## config.mk

```make
export PLATFORM = sky130hd
export DESIGN_NAME = pipelined_rca_addsub
export DESIGN_NICKNAME = d
export VERILOG_FILES = /design/src/rtl/pipelined_rca_addsub_pkg.sv /design/src/rtl/rca_chunk.sv /design/src/rtl/pipelined_rca_addsub.sv
export SDC_FILE = /design/constraint.sdc
export NUM_CORES = 1
export LEC_CHECK = 0
export CORE_MARGIN = 8
export CORE_UTILIZATION = 55
export DETAILED_ROUTE_END_ITERATION = 10
export PLACE_DENSITY_LB_ADDON = 0.2
export SLEW_MARGIN = 20
export SYNTH_ARGS = -nofsm -noshare
export SYNTH_HDL_FRONTEND = slang
export SYNTH_SLANG_ARGS = --single-unit
```

## constraint.sdc

```tcl
create_clock -name clk -period 7.9 [get_ports clk]
set_input_delay 0.79 -clock clk [delete_from_list [all_inputs] [get_ports clk]]
set_output_delay 0.79 -clock clk [all_outputs]
set_load 0.05 [all_outputs]
```

## src/rtl/pipelined_rca_addsub_pkg.sv

```systemverilog
// Shared configuration for the pipelined ripple-carry adder/subtractor.
//   DefWidth / DefStages : default operand width and pipeline depth
//   chunk_width()        : bits handled by each pipeline stage
//   cfg_ok()             : legality of a WIDTH/STAGES pair
package pipelined_rca_addsub_pkg;

    localparam int unsigned DefWidth  = 32;
    localparam int unsigned DefStages = 4;

    // Guard against divide-by-zero so an illegal STAGES still elaborates far enough
    // to report the configuration error.
    function automatic int unsigned chunk_width(input int unsigned width,
                                                input int unsigned stages);
        return (stages == 0) ? width : width / stages;
    endfunction

    function automatic bit cfg_ok(input int unsigned width, input int unsigned stages);
        return (stages >= 1) && (width % stages == 0) && (width >= stages);
    endfunction

endpackage

```

## src/rtl/rca_chunk.sv

```systemverilog
// Combinational ripple-carry adder for one pipeline chunk.
//   a_i, b_i   : chunk operands
//   cin_i      : carry into bit 0
//   s_o        : chunk sum
//   cout_o     : carry out of the top bit
//   c_msb_o    : carry into the top bit (used for signed overflow)
module rca_chunk #(
    parameter int unsigned W = 8
) (
    input  logic [W-1:0] a_i,
    input  logic [W-1:0] b_i,
    input  logic         cin_i,
    output logic [W-1:0] s_o,
    output logic         cout_o,
    output logic         c_msb_o
);

    logic [W:0] c;

    always_comb begin
        c    = '0;
        s_o  = '0;
        c[0] = cin_i;
        for (int i = 0; i < int'(W); i++) begin
            s_o[i]   = a_i[i] ^ b_i[i] ^ c[i];
            c[i+1]   = (a_i[i] & b_i[i]) | (c[i] & (a_i[i] ^ b_i[i]));
        end
    end

    assign cout_o  = c[W];
    assign c_msb_o = c[W-1];

endmodule

```

## src/rtl/pipelined_rca_addsub.sv

```systemverilog
// Pipelined ripple-carry adder/subtractor with valid/ready flow control.
// One CHUNK = WIDTH/STAGES slice of the carry chain is resolved per stage; the
// carry is registered between slices. Results leave from last-stage registers.
//   clk, rst            : clock, synchronous active-high reset
//   in_valid / in_ready : operand handshake (a, b, c_in, sub)
//   out_valid/out_ready : result handshake (s, c_out, ovf)
//   sub                 : 0 = a + b + c_in, 1 = a - b - c_in
//   c_out               : carry out (subtract: 1 = no borrow)
//   ovf                 : signed overflow
module pipelined_rca_addsub
    import pipelined_rca_addsub_pkg::*;
#(
    parameter int unsigned WIDTH  = DefWidth,
    parameter int unsigned STAGES = DefStages
) (
    input  logic             clk,
    input  logic             rst,
    input  logic             in_valid,
    output logic             in_ready,
    input  logic [WIDTH-1:0] a,
    input  logic [WIDTH-1:0] b,
    input  logic             c_in,
    input  logic             sub,
    output logic             out_valid,
    input  logic             out_ready,
    output logic [WIDTH-1:0] s,
    output logic             c_out,
    output logic             ovf
);

    localparam int unsigned CHUNK = chunk_width(WIDTH, STAGES);
    localparam int unsigned Last  = (STAGES == 0) ? 0 : STAGES - 1;
    localparam int unsigned Depth = (STAGES == 0) ? 1 : STAGES;

    if (!cfg_ok(WIDTH, STAGES)) begin : g_bad_cfg
        $error("pipelined_rca_addsub: STAGES must be >= 1 and divide WIDTH");
    end

    // Per-stage state: partial sum, chunk carry, carry into top bit, pending operands.
    logic [WIDTH-1:0] s_q [Depth];
    logic [WIDTH-1:0] s_d [Depth];
    logic [WIDTH-1:0] a_q [Depth];
    logic [WIDTH-1:0] a_d [Depth];
    logic [WIDTH-1:0] b_q [Depth];
    logic [WIDTH-1:0] b_d [Depth];
    logic             c_q [Depth];
    logic             c_d [Depth];
    logic             m_q [Depth];
    logic             m_d [Depth];
    logic             v_q [Depth];
    logic             v_d [Depth];

    logic [CHUNK-1:0] ca   [Depth];
    logic [CHUNK-1:0] cb   [Depth];
    logic             ci   [Depth];
    logic [CHUNK-1:0] cs   [Depth];
    logic             cco  [Depth];
    logic             cmsb [Depth];

    logic             adv;
    logic [WIDTH-1:0] b_eff;
    logic             cin_eff;

    // Whole pipeline moves in lock-step; a stalled output freezes every stage.
    assign adv      = ~out_valid | out_ready;
    assign in_ready = adv & ~rst;

    assign b_eff   = sub ? ~b : b;
    assign cin_eff = c_in ^ sub;

    for (genvar k = 0; k < int'(Depth); k++) begin : g_chunk
        rca_chunk #(
            .W (CHUNK)
        ) u_chunk (
            .a_i     (ca[k]),
            .b_i     (cb[k]),
            .cin_i   (ci[k]),
            .s_o     (cs[k]),
            .cout_o  (cco[k]),
            .c_msb_o (cmsb[k])
        );
    end

    always_comb begin
        for (int k = 0; k < int'(Depth); k++) begin
            ca[k]  = '0;
            cb[k]  = '0;
            ci[k]  = 1'b0;
            s_d[k] = '0;
            a_d[k] = '0;
            b_d[k] = '0;
            c_d[k] = 1'b0;
            m_d[k] = 1'b0;
            v_d[k] = 1'b0;
        end

        // Stage 0 works straight from the ports.
        ca[0]              = a[CHUNK-1:0];
        cb[0]              = b_eff[CHUNK-1:0];
        ci[0]              = cin_eff;
        s_d[0][CHUNK-1:0]  = cs[0];
        a_d[0]             = a;
        b_d[0]             = b_eff;
        c_d[0]             = cco[0];
        m_d[0]             = cmsb[0];
        v_d[0]             = in_valid & in_ready;

        // Stage k adds slice k of the operands carried forward from stage k-1.
        for (int k = 1; k < int'(Depth); k++) begin
            ca[k]                  = a_q[k-1][k*CHUNK +: CHUNK];
            cb[k]                  = b_q[k-1][k*CHUNK +: CHUNK];
            ci[k]                  = c_q[k-1];
            s_d[k]                 = s_q[k-1];
            s_d[k][k*CHUNK +: CHUNK] = cs[k];
            a_d[k]                 = a_q[k-1];
            b_d[k]                 = b_q[k-1];
            c_d[k]                 = cco[k];
            m_d[k]                 = cmsb[k];
            v_d[k]                 = v_q[k-1];
        end
    end

    always_ff @(posedge clk) begin
        if (rst) begin
            for (int k = 0; k < int'(Depth); k++) begin
                s_q[k] <= '0;
                a_q[k] <= '0;
                b_q[k] <= '0;
                c_q[k] <= 1'b0;
                m_q[k] <= 1'b0;
                v_q[k] <= 1'b0;
            end
        end else if (adv) begin
            for (int k = 0; k < int'(Depth); k++) begin
                s_q[k] <= s_d[k];
                a_q[k] <= a_d[k];
                b_q[k] <= b_d[k];
                c_q[k] <= c_d[k];
                m_q[k] <= m_d[k];
                v_q[k] <= v_d[k];
            end
        end
    end

    assign out_valid = v_q[Last];
    assign s         = s_q[Last];
    assign c_out     = c_q[Last];
    assign ovf       = m_q[Last] ^ c_q[Last];

endmodule

```

==> results of run 1 <==
==> metal layers <==
| layer | vias to the layer above | global-route usage | wire (um) |
|---|---|---|---|
| met4 | 0 | 0.0654 | 278 |
| met5 | - | 0 | 0 |
| met3 | 23 | 0.0384 | 548 |
| li1 | 2021 | - | - |
| met1 | 2128 | 0.177 | 6050 |
| met2 | 88 | 0.229 | 6880 |
==> cells by family after synthesis <==
kind of cell | synth area share
buf+inv | 0.0502
flops | 0.629
xor+xnor | 0.0337
simple gates | 0.214
fa+ha+maj | 0.0726
==> worst max-delay path by stage <==
stage | start | to | slack [ns] | depth (start not counted)
floorplan | rst | a_q[0][10]$_SDFFCE_PN0P_ | 1.85 | 3
global placement | sub | s_q[0][7]$_SDFFCE_PN0P_ | 2.80 | 15
detailed placement | sub | s_q[0][7]$_SDFFCE_PN0P_ | 2.68 | 15
CTS | sub | s_q[0][7]$_SDFFCE_PN0P_ | 3.15 | 15
global route | sub | s_q[0][7]$_SDFFCE_PN0P_ | 3.00 | 15
finish | sub | s_q[0][7]$_SDFFCE_PN0P_ | 3.15 | 15
==> through the flow <==
| stage | instances | worst slack [ns] |
|---|---|---|
| 6_report | 825 | 3.15 |
| 5_1_grt | 825 | 3.00 |
| 4_1_cts | 825 | 3.15 |
| 3_5_place_dp | 794 | 2.68 |
| 3_3_place_gp | 794 | 2.80 |
| 2_1_floorplan | 512 | 1.85 |
==> layout make-up <==
cell class	count	area, um^2
clock buffers	19	433
clock inverters	12	103
fillers	1129	5360
inverters	27	101
multi-input cells	254	2850
flip-flops and latches	185	5560
well taps	216	270
repair buffers	112	1100
==> worst reg2reg max path, cell delays in order, from the launching register on <==
cell and delay (ns):
edfxtp_1 0.39, fa_1 0.45, fa_1 0.39, fa_1 0.40, fa_1 0.40, fa_1 0.40
inv_1 0.09, fa_1 0.18, inv_1 0.05, fa_1 0.42, fa_1 0.44, nor3b_1 0.14
==> cells in the final DEF, fill, tap and decap left out, types with 2 or more instances in the layout <==
| cell | instances |
|---|---|
| buf_4 | 7 |
| clkbuf_1 | 2 |
| clkbuf_16 | 17 |
| clkdlybuf4s50_1 | 103 |
| clkinv_2 | 4 |
| clkinvlp_4 | 3 |
| edfxtp_1 | 185 |
| fa_1 | 32 |
| inv_1 | 27 |
| inv_6 | 2 |
| nor3_1 | 21 |
| nor3_2 | 16 |
| nor3b_1 | 48 |
| nor3b_2 | 100 |
| xnor2_1 | 31 |
| xor2_1 | 3 |
==> report_power, final <==
part / internal [mW] / switching [mW]
combinational: 0.123 / 0.123
clock: 0.431 / 0.348
sequential: 1.16 / 0.0208
==> state kept, by name, summed over array words and instances (netlist names) <==
register and cells:
v_q 4, a_q 48, s_q 80, c_q 4, b_q 48, m_q 1
==> metrics.md, run 1 <==
| Metric | Value |
|---|---|
| Share of cells above drive strength 1 | `0.255` |
| Hold path cells | `1` |
| Largest net degree at the start of global routing | `109` |
| Mapped Cells | `512` |
| GP Congestion | `0.729` |
| Synth unique cells | `16` |
| Vias/cell | `5.16` |
| DP HPWL | `8.30 mm` |
| Share of the core filled with cells | `0.660` |
| R2R Setup Slk | `3.86 ns` |
| Fin nets | `699` |
| Worst Hold Path EP | `b_q[0][51]$_SDFFCE_PN0P_` |
| Clock-pin transition on the worst setup and hold timing paths | `0.06 ns` |
| Minimum clock period after layout | `4.75 ns` |
| Crit path capture type | `register` |
| TritonCTS sink count | `185` |
| Worst EP required | `8.03 ns` |
| Crit-path slowest cell | `buf_4` |
| IO Pins | `106` |
| First-pass GRT wire length | `22.5 mm` |
| Fmax | `0.210 GHz` |
| Clock Skews | `0.00626 ns` |
| Post-synth EDFFs | `185` |
| Final worst path period share | `0.602` |
| Core area | `15800 um^2` |
| Grt ovf | `0` |
| Maximum buffer depth of the clock tree | `2` |
| Status | `complete, no violations` |
| Port-buffer cells | `105` |
| Yosys Warn Count | `0` |
| Wire per inst | `16.7 um` |
| Initial antenna violation count | `0` |
| Crit start category | `primary input` |
| CP Cell Sequence | `buf_2, buf_4, xnor2_1, fa_1, inv_1, fa_1, inv_1, fa_1, fa_1, fa_1, fa_1, fa_1, inv_1, fa_1, nor3b_1` |
| Hold_sp | `b_q[0][19]$_SDFFCE_PN0P_` |
| FF+latch count, synth | `185` |
| Synth Cell Area | `8830 um^2` |
| Hold-fix buffers at CTS | `0` |
| Final hold viol count | `0` |
| Number of global-route vias before repair | `4529` |
| RSZ-0062 raised after global routing | `false` |
| Final wirelength | `13.8 mm` |
| CTS tree | `built` |
| Rows | `46` |
| Post-route cell area | `10400 um^2` |
| Final TNS setup | `0 ns` |
| Drt first pass iters | `4` |
| Worst r2r src | `a_q[0][88]$_SDFFCE_PN0P_` |
| Register area share after synthesis | `0.629` |
| Cell accounting for the most synthesized area | `edfxtp_1` |
| Worst hold-check slack | `0.565 ns` |
| Max_cap viols | `0` |
| VDD IR max | `0.149 mV` |
| Ys flop type | `edfxtp_1` |
| Lkg Pwr | `3.91 nW` |
| Post-route ant nets | `0` |
| Final setup fails | `0` |
| Measured slew at the worst slew-check pin | `1.09 ns` |
| Crit-path max cell delay | `0.47 ns` |
| Setup Fix Bufs, Post-CTS | `0` |
| Most frequent cell after synthesis | `edfxtp_1` |
| Initial Util | `0.560` |
| Starting DRC count in detailed routing | `348` |
| Arr. time, crit path | `4.88 ns` |
| Die ar. | `20400 um^2` |
| Syn avg cell area | `17.2 um^2` |
| Synth cell count leaders | `edfxtp_1 (185), nor3b_2 (100), nor3b_1 (48), fa_1 (32), xnor2_1 (31)` |
| Tot Pwr | `2.20 mW` |
| Crit path max-delay family | `adder cells` |
| Synth-to-Final Area Change | `17.9%` |
| Max-slew headroom | `0.274` |
| PostCTS Resize Cnt | `0` |
| Worst-Skew Late Latency | `0.43 ns` |
| Pwr/cell area | `212 nW/um^2` |
| Ys async rst share | `0` |
| Placed cell areas | `9880 um^2` |
| Tot GR Track Use | `0.142` |
| H-tree depth | `4` |
| Yosys top cell area share | `0.629` |
| Vias | `4260` |
| Fin. max-slew vios | `0` |
| Most used cell along the critical path | `fa_1` |
| Worst R2R Path Depth | `11` |
| Die X | `143 um` |
| Area contributors post-synth | `edfxtp_1 (63%), nor3b_2 (14%), fa_1 (7.3%)` |
| Critical path type | `primary input to register` |
| Worst-path fanout max | `33` |
| Buf/Inv on CP | `5` |
| Die height | `143 um` |
| Reg-to-reg endpoint | `s_q[3][31]$_SDFFCE_PN0P_` |
| CTS Root Cell | `clkbuf_16` |
| Syn Nets | `614` |
| Antenna diode count | `0` |
| DRC | `0` |
| Hold Path Class | `register to register` |
| TritonCTS Buffers | `17` |
Power figures use the tool's default switching activity.
==> inputs of run 2 (changes only) <==
clock period = 4.8 ns   (was 7.9 ns; I/O delays follow)
==> run 2 against run 1 <==
Compared with the run above:
- die area unchanged
- sequential power increased by 64%
- worst setup slack got worse by 2.5 ns
- final cell count increased by 0.12%
==> metrics.md, run 2 (synthesized netlist as in run 1, its figures left out) <==
| Metric | Value |
|---|---|
| Status | `complete, no violations (unchanged)` |
| Share of cells above drive strength 1 | `0.248 (was 0.255)` |
| Final wirelength | `13.7 mm (was 13.8 mm)` |
| Fmax | `0.238 GHz` |
| Critical path type | `primary input to register (unchanged)` |
| Crit path capture type | `register (unchanged)` |
| GP Congestion | `0.708 (was 0.729)` |
| Tot GR Track Use | `0.141 (was 0.142)` |
| Finished Layout Cells | `826 (was 825)` |
| Wire per inst | `16.6 um (was 16.7 um)` |
| Worst setup path startpoint | `b[0] (was sub)` |
| R2R Setup Slk | `0.80 ns (was 3.86 ns)` |
| Worst-path fanout max | `1 (was 33)` |
| Worst r2r src | `a_q[0][88]$_SDFFCE_PN0P_ (unchanged)` |
| Largest net degree at the start of global routing | `112 (was 109)` |
| Area of the multi-input gates | `2850 um^2 (unchanged)` |
| RSZ-0062 raised after global routing | `false (unchanged)` |
| TritonCTS Buffers | `17 (unchanged)` |
| DRC | `0 (unchanged)` |
| Buf/Inv on CP | `4 (was 5)` |
| DP HPWL | `8.39 mm (was 8.30 mm)` |
| Final setup fails | `0 (unchanged)` |
| Measured slew at the worst slew-check pin | `0.996 ns (was 1.09 ns)` |
| Hold Path Class | `register to register (unchanged)` |
| Final hold viol count | `0 (unchanged)` |
| Final worst path period share | `0.875` |
| Post-route ant nets | `0 (unchanged)` |
| DR WL met3 | `629 um (was 548 um)` |
| DP Worst Slack | `0.143 ns (was 2.68 ns)` |
| Max reg flops | `80 (unchanged)` |
| Pwr/cell area | `350 nW/um^2 (was 212 nW/um^2)` |
| Final TNS setup | `0 ns (unchanged)` |
| VDD IR max | `0.234 mV (was 0.149 mV)` |
| Crit-path slowest cell | `clkdlybuf4s50_1 (was buf_4)` |
| Crit path max-delay family | `adder cells (unchanged)` |
| Die ar. | `20400 um^2 (unchanged)` |
| Largest registers | `s_q x80, a_q x48, b_q x48 (unchanged)` |
| Biggest register | `s_q (unchanged)` |
| Die height | `143 um (unchanged)` |
| Port-buffer cells | `105 (unchanged)` |
| CTS Root Cell | `clkbuf_16 (unchanged)` |
| Clock-pin transition on the worst setup and hold timing paths | `0.06 ns (about the same)` |
| Antenna diode count | `0 (unchanged)` |
| Minimum clock period after layout | `4.20 ns` |
| Lkg Pwr | `3.92 nW (was 3.91 nW)` |
| Fin nets | `699 (unchanged)` |
| Starting DRC count in detailed routing | `304 (was 348)` |
| Max_cap viols | `0 (unchanged)` |
| H-tree depth | `4 (unchanged)` |
| Highest routed metal layer | `met4 (unchanged)` |
| Vias | `4238 (was 4260)` |
| Initial antenna violation count | `0 (unchanged)` |
| Hold_sp | `a_q[0][56]$_SDFFCE_PN0P_ (was b_q[0][19]$_SDFFCE_PN0P_)` |
| Arr. time, crit path | `4.33 ns (was 4.88 ns)` |
| Clock Skews | `0.00609 ns (was 0.00626 ns)` |
| Hold-fix buffers at CTS | `0 (unchanged)` |
| Core area | `15800 um^2 (unchanged)` |
| Rows | `46 (unchanged)` |
| Fin. max-slew vios | `0 (unchanged)` |
| Met2 wire length | `7.03 mm (was 6.88 mm)` |
| Fill cells | `1133 (was 1129)` |
| Placed insts | `794 (unchanged)` |
| Crit start category | `primary input (unchanged)` |
| Synth-to-Final Area Change | `18.2% (was 17.9%)` |
| Crit-path max cell delay | `0.42 ns (was 0.47 ns)` |
| Setup Fix Bufs, Post-CTS | `0 (unchanged)` |
| TritonCTS sink count | `185 (unchanged)` |
| PostCTS Resize Cnt | `0 (unchanged)` |
| Drt first pass iters | `4 (unchanged)` |
| IO Pins | `106 (unchanged)` |
| Wire length on met1 | `5.79 mm (was 6.05 mm)` |
| Most frequent cells in the layout | `edfxtp_1 (185), clkdlybuf4s50_1 (103), nor3b_2 (100) (unchanged)` |
| Maximum buffer depth of the clock tree | `2 (unchanged)` |
| Number of global-route vias before repair | `4477 (was 4529)` |
| Worst EP required | `4.92 ns (was 8.03 ns)` |
| Vias/cell | `5.13 (was 5.16)` |
| Max-slew headroom | `0.336 (was 0.274)` |
| CP Cell Sequence | `clkdlybuf4s50_1, xnor2_1, fa_1, inv_1, fa_1, inv_1, fa_1, fa_1, fa_1, fa_1, fa_1, inv_1, fa_1, nor3b_1 (was buf_2, buf_4, xnor2_1, fa_1, inv_1, fa_1, inv_1, fa_1, fa_1, fa_1, fa_1, fa_1, inv_1, fa_1, nor3b_1)` |
| Most used cell along the critical path | `fa_1 (unchanged)` |
| Grt ovf | `0 (unchanged)` |
| CTS tree | `built (unchanged)` |
| Worst-Skew Late Latency | `0.42 ns (was 0.43 ns)` |
| Die X | `143 um (unchanged)` |
| First-pass GRT wire length | `22.2 mm (was 22.5 mm)` |
| Initial Util | `0.560 (unchanged)` |
| Reg area | `5560 um^2 (unchanged)` |
| Final WS setup | `0.598 ns (was 3.15 ns)` |
| Most common cell after layout, fill and taps aside | `edfxtp_1 (unchanged)` |
-- run 2: changes by cell type in the layout (fill, tap and decap cells not counted), sizes merged --
cell and change:
clkbuf +2, inv -2, bufinv +1, clkinv +1
clkinvlp -1
-- run 2: per-layer routing --
metal  GRT usage  up-vias
met5           0        -
li1            -     2023
met4      0.0604        0
met3      0.0384       25
met1       0.173     2099
met2       0.233       91
-- run 2: final timing paths --
kind	end	cells past startpoint
hold / removal	a_q[0][88]$_SDFFCE_PN0P_	1
setup reg to reg	s_q[3][31]$_SDFFCE_PN0P_	11
setup / recovery	s_q[0][7]$_SDFFCE_PN0P_	14
hold reg to reg	a_q[0][88]$_SDFFCE_PN0P_	1
-- run 2: layout make-up --
cell class | count | share of cell area
timing repair buffer | 112 | 0.107
multi-input combinational | 254 | 0.273
inverter | 27 | 0.00971
tap | 216 | 0.0259
clock buffer | 21 | 0.0422
clock inverter | 11 | 0.0101
sequential | 185 | 0.532
-- run 2: power breakdown --
part	switching (mW)	internal, mW
sequential	0.0333	1.91
clock	0.550	0.756
combinational	0.202	0.202
-- run 2: metrics by stage --
step / hold slack [ns] / util / power (mW) / cell area (um^2)
5_1_grt: 0.584 / 0.662 / 3.79 / 10400
3_5_place_dp: 0.545 / 0.627 / 2.39 / 9890
6_report: 0.566 / 0.662 / 3.65 / 10400
4_1_cts: 0.573 / 0.662 / 3.69 / 10400
3_3_place_gp: 0.542 / 0.627 / 2.37 / 9890
2_1_floorplan: 0.537 / - / 2.25 / 8830
==> inputs of run 3 (changes only) <==
CORE_ASPECT_RATIO = 0.9   (was not set)
CORE_UTILIZATION = 25   (was 55)
==> run 3 against run 2 <==
Compared with the run above:
- cell area rose by 3.5%
- wire length rose by 21%
- maximum frequency rose by 0.77%
- clock power rose by 11%
- critical path depth did not move
- total power rose by 4.0%
- first-iteration DRC count fell by 40%
- utilization fell by 35 points
- worst setup slack improved by 0.032 ns
- die area rose by 100%
- via count rose by 0.97%
- global-route usage fell by 6.1 points
- highest routed layer unchanged
==> metrics.md, run 3 (synthesized netlist as in run 1, its figures left out) <==
| Metric | Value |
|---|---|
| Status | `complete, no violations (unchanged)` |
| Fin. max-slew vios | `0 (unchanged)` |
| Busiest grt layer | `met2 (unchanged)` |
| Crit path capture type | `register (unchanged)` |
| Crit-path max cell delay | `0.43 ns (was 0.42 ns)` |
| Worst Hold Path EP | `a_q[0][58]$_SDFFCE_PN0P_ (was a_q[0][88]$_SDFFCE_PN0P_)` |
| Share of the core filled with cells | `0.309 (was 0.662)` |
| Antenna diode count | `0 (unchanged)` |
| Wire per inst | `15.3 um (was 16.6 um)` |
| Clock Skews | `0.0118 ns (was 0.00609 ns)` |
| R2R Setup Slk | `0.75 ns (was 0.80 ns)` |
| Rows | `65 (was 46)` |
| Worst EP required | `4.95 ns (was 4.92 ns)` |
| Port-buffer cells | `105 (unchanged)` |
| Crit-path slowest cell | `clkdlybuf4s50_1 (unchanged)` |
| Hold_sp | `a_q[0][26]$_SDFFCE_PN0P_ (was a_q[0][56]$_SDFFCE_PN0P_)` |
| Max reg flops | `80 (unchanged)` |
| Starting DRC count in detailed routing | `182 (was 304)` |
| Hold path cells | `1 (unchanged)` |
| Worst R2R Path Depth | `11 (unchanged)` |
| Reg area | `5560 um^2 (unchanged)` |
| Die ar. | `41600 um^2 (was 20400 um^2)` |
| Worst r2r src | `a_q[0][88]$_SDFFCE_PN0P_ (unchanged)` |
| Final worst path period share | `0.869 (was 0.875)` |
| CP Cell Sequence | `clkdlybuf4s50_1, xnor2_1, fa_1, inv_1, fa_1, inv_1, fa_1, fa_1, fa_1, fa_1, fa_1, inv_1, fa_1, nor3b_1 (unchanged)` |
| Arr. time, crit path | `4.32 ns (was 4.33 ns)` |
| Biggest register | `s_q (unchanged)` |
| Minimum clock period after layout | `4.17 ns (was 4.20 ns)` |
| Vias/cell | `3.97 (was 5.13)` |
| Hold-fix buffers at CTS | `0 (unchanged)` |
| Final hold viol count | `0 (unchanged)` |
| VDD IR max | `0.203 mV (was 0.234 mV)` |
| CTS Root Cell | `clkbuf_16 (unchanged)` |
| Setup Fix Bufs, Post-CTS | `0 (unchanged)` |
| Fin nets | `699 (unchanged)` |
| Post-route ant nets | `0 (unchanged)` |
| Synth-to-Final Area Change | `22.4% (was 18.2%)` |
| Crit start category | `primary input (unchanged)` |
| Maximum buffer depth of the clock tree | `2 (unchanged)` |
| H-tree depth | `4 (unchanged)` |
| Measured slew at the worst slew-check pin | `1.00 ns (was 0.996 ns)` |
| Vias | `4279 (was 4238)` |
| GP Congestion | `0.684 (was 0.708)` |
| Largest net degree at the start of global routing | `109 (was 112)` |
| Hold Path Class | `register to register (unchanged)` |
| Share of cells above drive strength 1 | `0.249 (was 0.248)` |
| First-pass GRT wire length | `26.5 mm (was 22.2 mm)` |
| Number of global-route vias before repair | `4579 (was 4477)` |
| Grt met2 use | `0.130 (was 0.233)` |
| Most frequent cells in the layout | `edfxtp_1 (185), clkdlybuf4s50_1 (103), nor3b_2 (100) (unchanged)` |
| Largest registers | `s_q x80, a_q x48, b_q x48 (unchanged)` |
| Pwr/cell area | `352 nW/um^2 (was 350 nW/um^2)` |
| Fmax | `0.240 GHz (was 0.238 GHz)` |
| Final wirelength | `16.5 mm (was 13.7 mm)` |
| Most used cell along the critical path | `fa_1 (unchanged)` |
| Critical path type | `primary input to register (unchanged)` |
| RSZ-0062 raised after global routing | `false (unchanged)` |
| DP HPWL | `9.78 mm (was 8.39 mm)` |
| Area of the multi-input gates | `2850 um^2 (unchanged)` |
| Grt met1 use | `0.101 (was 0.173)` |
| Most common cell after layout, fill and taps aside | `edfxtp_1 (unchanged)` |
| Final setup fails | `0 (unchanged)` |
| Tot GR Track Use | `0.0806 (was 0.141)` |
| Core area | `35000 um^2 (was 15800 um^2)` |
| Fill cells | `3463 (was 1133)` |
| Grt ovf | `0 (unchanged)` |
| Clock-pin transition on the worst setup and hold timing paths | `0.07 ns (was 0.06 ns)` |
| Tot Pwr | `3.80 mW (was 3.65 mW)` |
| PostCTS Resize Cnt | `0 (unchanged)` |
| TritonCTS Buffers | `17 (unchanged)` |
| Crit path max-delay family | `adder cells (unchanged)` |
| Initial antenna violation count | `0 (unchanged)` |
| CTS tree | `built (unchanged)` |
| Lkg Pwr | `3.94 nW (was 3.92 nW)` |
| Max_cap viols | `0 (unchanged)` |
| Max-slew headroom | `0.332 (was 0.336)` |
| Worst-path fanout max | `1 (unchanged)` |
| Drt first pass iters | `4 (unchanged)` |
| IO Pins | `106 (unchanged)` |
| Worst-Skew Late Latency | `0.44 ns (was 0.42 ns)` |
| GR Layer Usage met3 | `0.0272 (was 0.0384)` |
| Die X | `214 um (was 143 um)` |
| DRC | `0 (unchanged)` |
| Die height | `194 um (was 143 um)` |
| Initial Util | `0.252 (was 0.560)` |
| Buf/Inv on CP | `4 (unchanged)` |
| Final TNS setup | `0 ns (unchanged)` |
| TritonCTS sink count | `185 (unchanged)` |
| Reg-to-reg endpoint | `s_q[3][31]$_SDFFCE_PN0P_ (unchanged)` |
run 3: cell count changes in the layout (fill, tap and decap cells not counted), sizes merged:
cell	change
bufinv	+1
clkinv	-2
clkbuf	-2
inv	+2
buf	+1
run 3: through the flow:
stage               std cells  setup WS (ns)  hold slack [ns]  cell area [um^2]
floorplan                 512          0.464            0.537              8830
global placement         1047          0.254            0.549             10200
detailed placement       1047          0.151            0.549             10200
CTS                      1079          0.629            0.571             10800
global route             1079          0.511            0.575             10800
finish                   1079          0.630            0.566             10800
run 3: power by group:
part / leakage (nW) / internal [mW] / switching (mW)
logic: 1.46 / 0.202 / 0.206
registers: 2.20 / 1.91 / 0.0345
clock network: 0.277 / 0.820 / 0.630
total: 3.94 / 2.93 / 0.870
run 3: worst max path at each step:
stage,from,endpoint,cells past startpoint
final,b[0],s_q[0][7]$_SDFFCE_PN0P_,14
after global routing,b[0],s_q[0][7]$_SDFFCE_PN0P_,14
after CTS,b[0],s_q[0][7]$_SDFFCE_PN0P_,14
after detailed placement,b[0],s_q[0][7]$_SDFFCE_PN0P_,14
after global placement,b[0],s_q[0][7]$_SDFFCE_PN0P_,14
after floorplan,sub,s_q[0][7]$_SDFFCE_PN0P_,15
run 3: cell type report:
class | count | area share
sequential | 185 | 0.514
multi-input combinational | 254 | 0.263
timing repair buffer | 112 | 0.104
tap | 469 | 0.0543
clock buffer | 20 | 0.0404
clock inverter | 12 | 0.0138
inverter | 27 | 0.00938
run 3: layer usage:
metal	vias to the layer above	share of wire
met4	0	0.012
li1	2020	-
met2	70	0.48
met1	2178	0.47
met3	11	0.040
met5	-	0
run 3: worst reg2reg max path: stages, from the launching register on:
cell and delay, ns:
edfxtp_1 0.39, fa_1 0.46, fa_1 0.40, fa_1 0.40, fa_1 0.40, fa_1 0.39
inv_1 0.08, fa_1 0.17, inv_1 0.06, fa_1 0.43, fa_1 0.44, nor3b_1 0.14
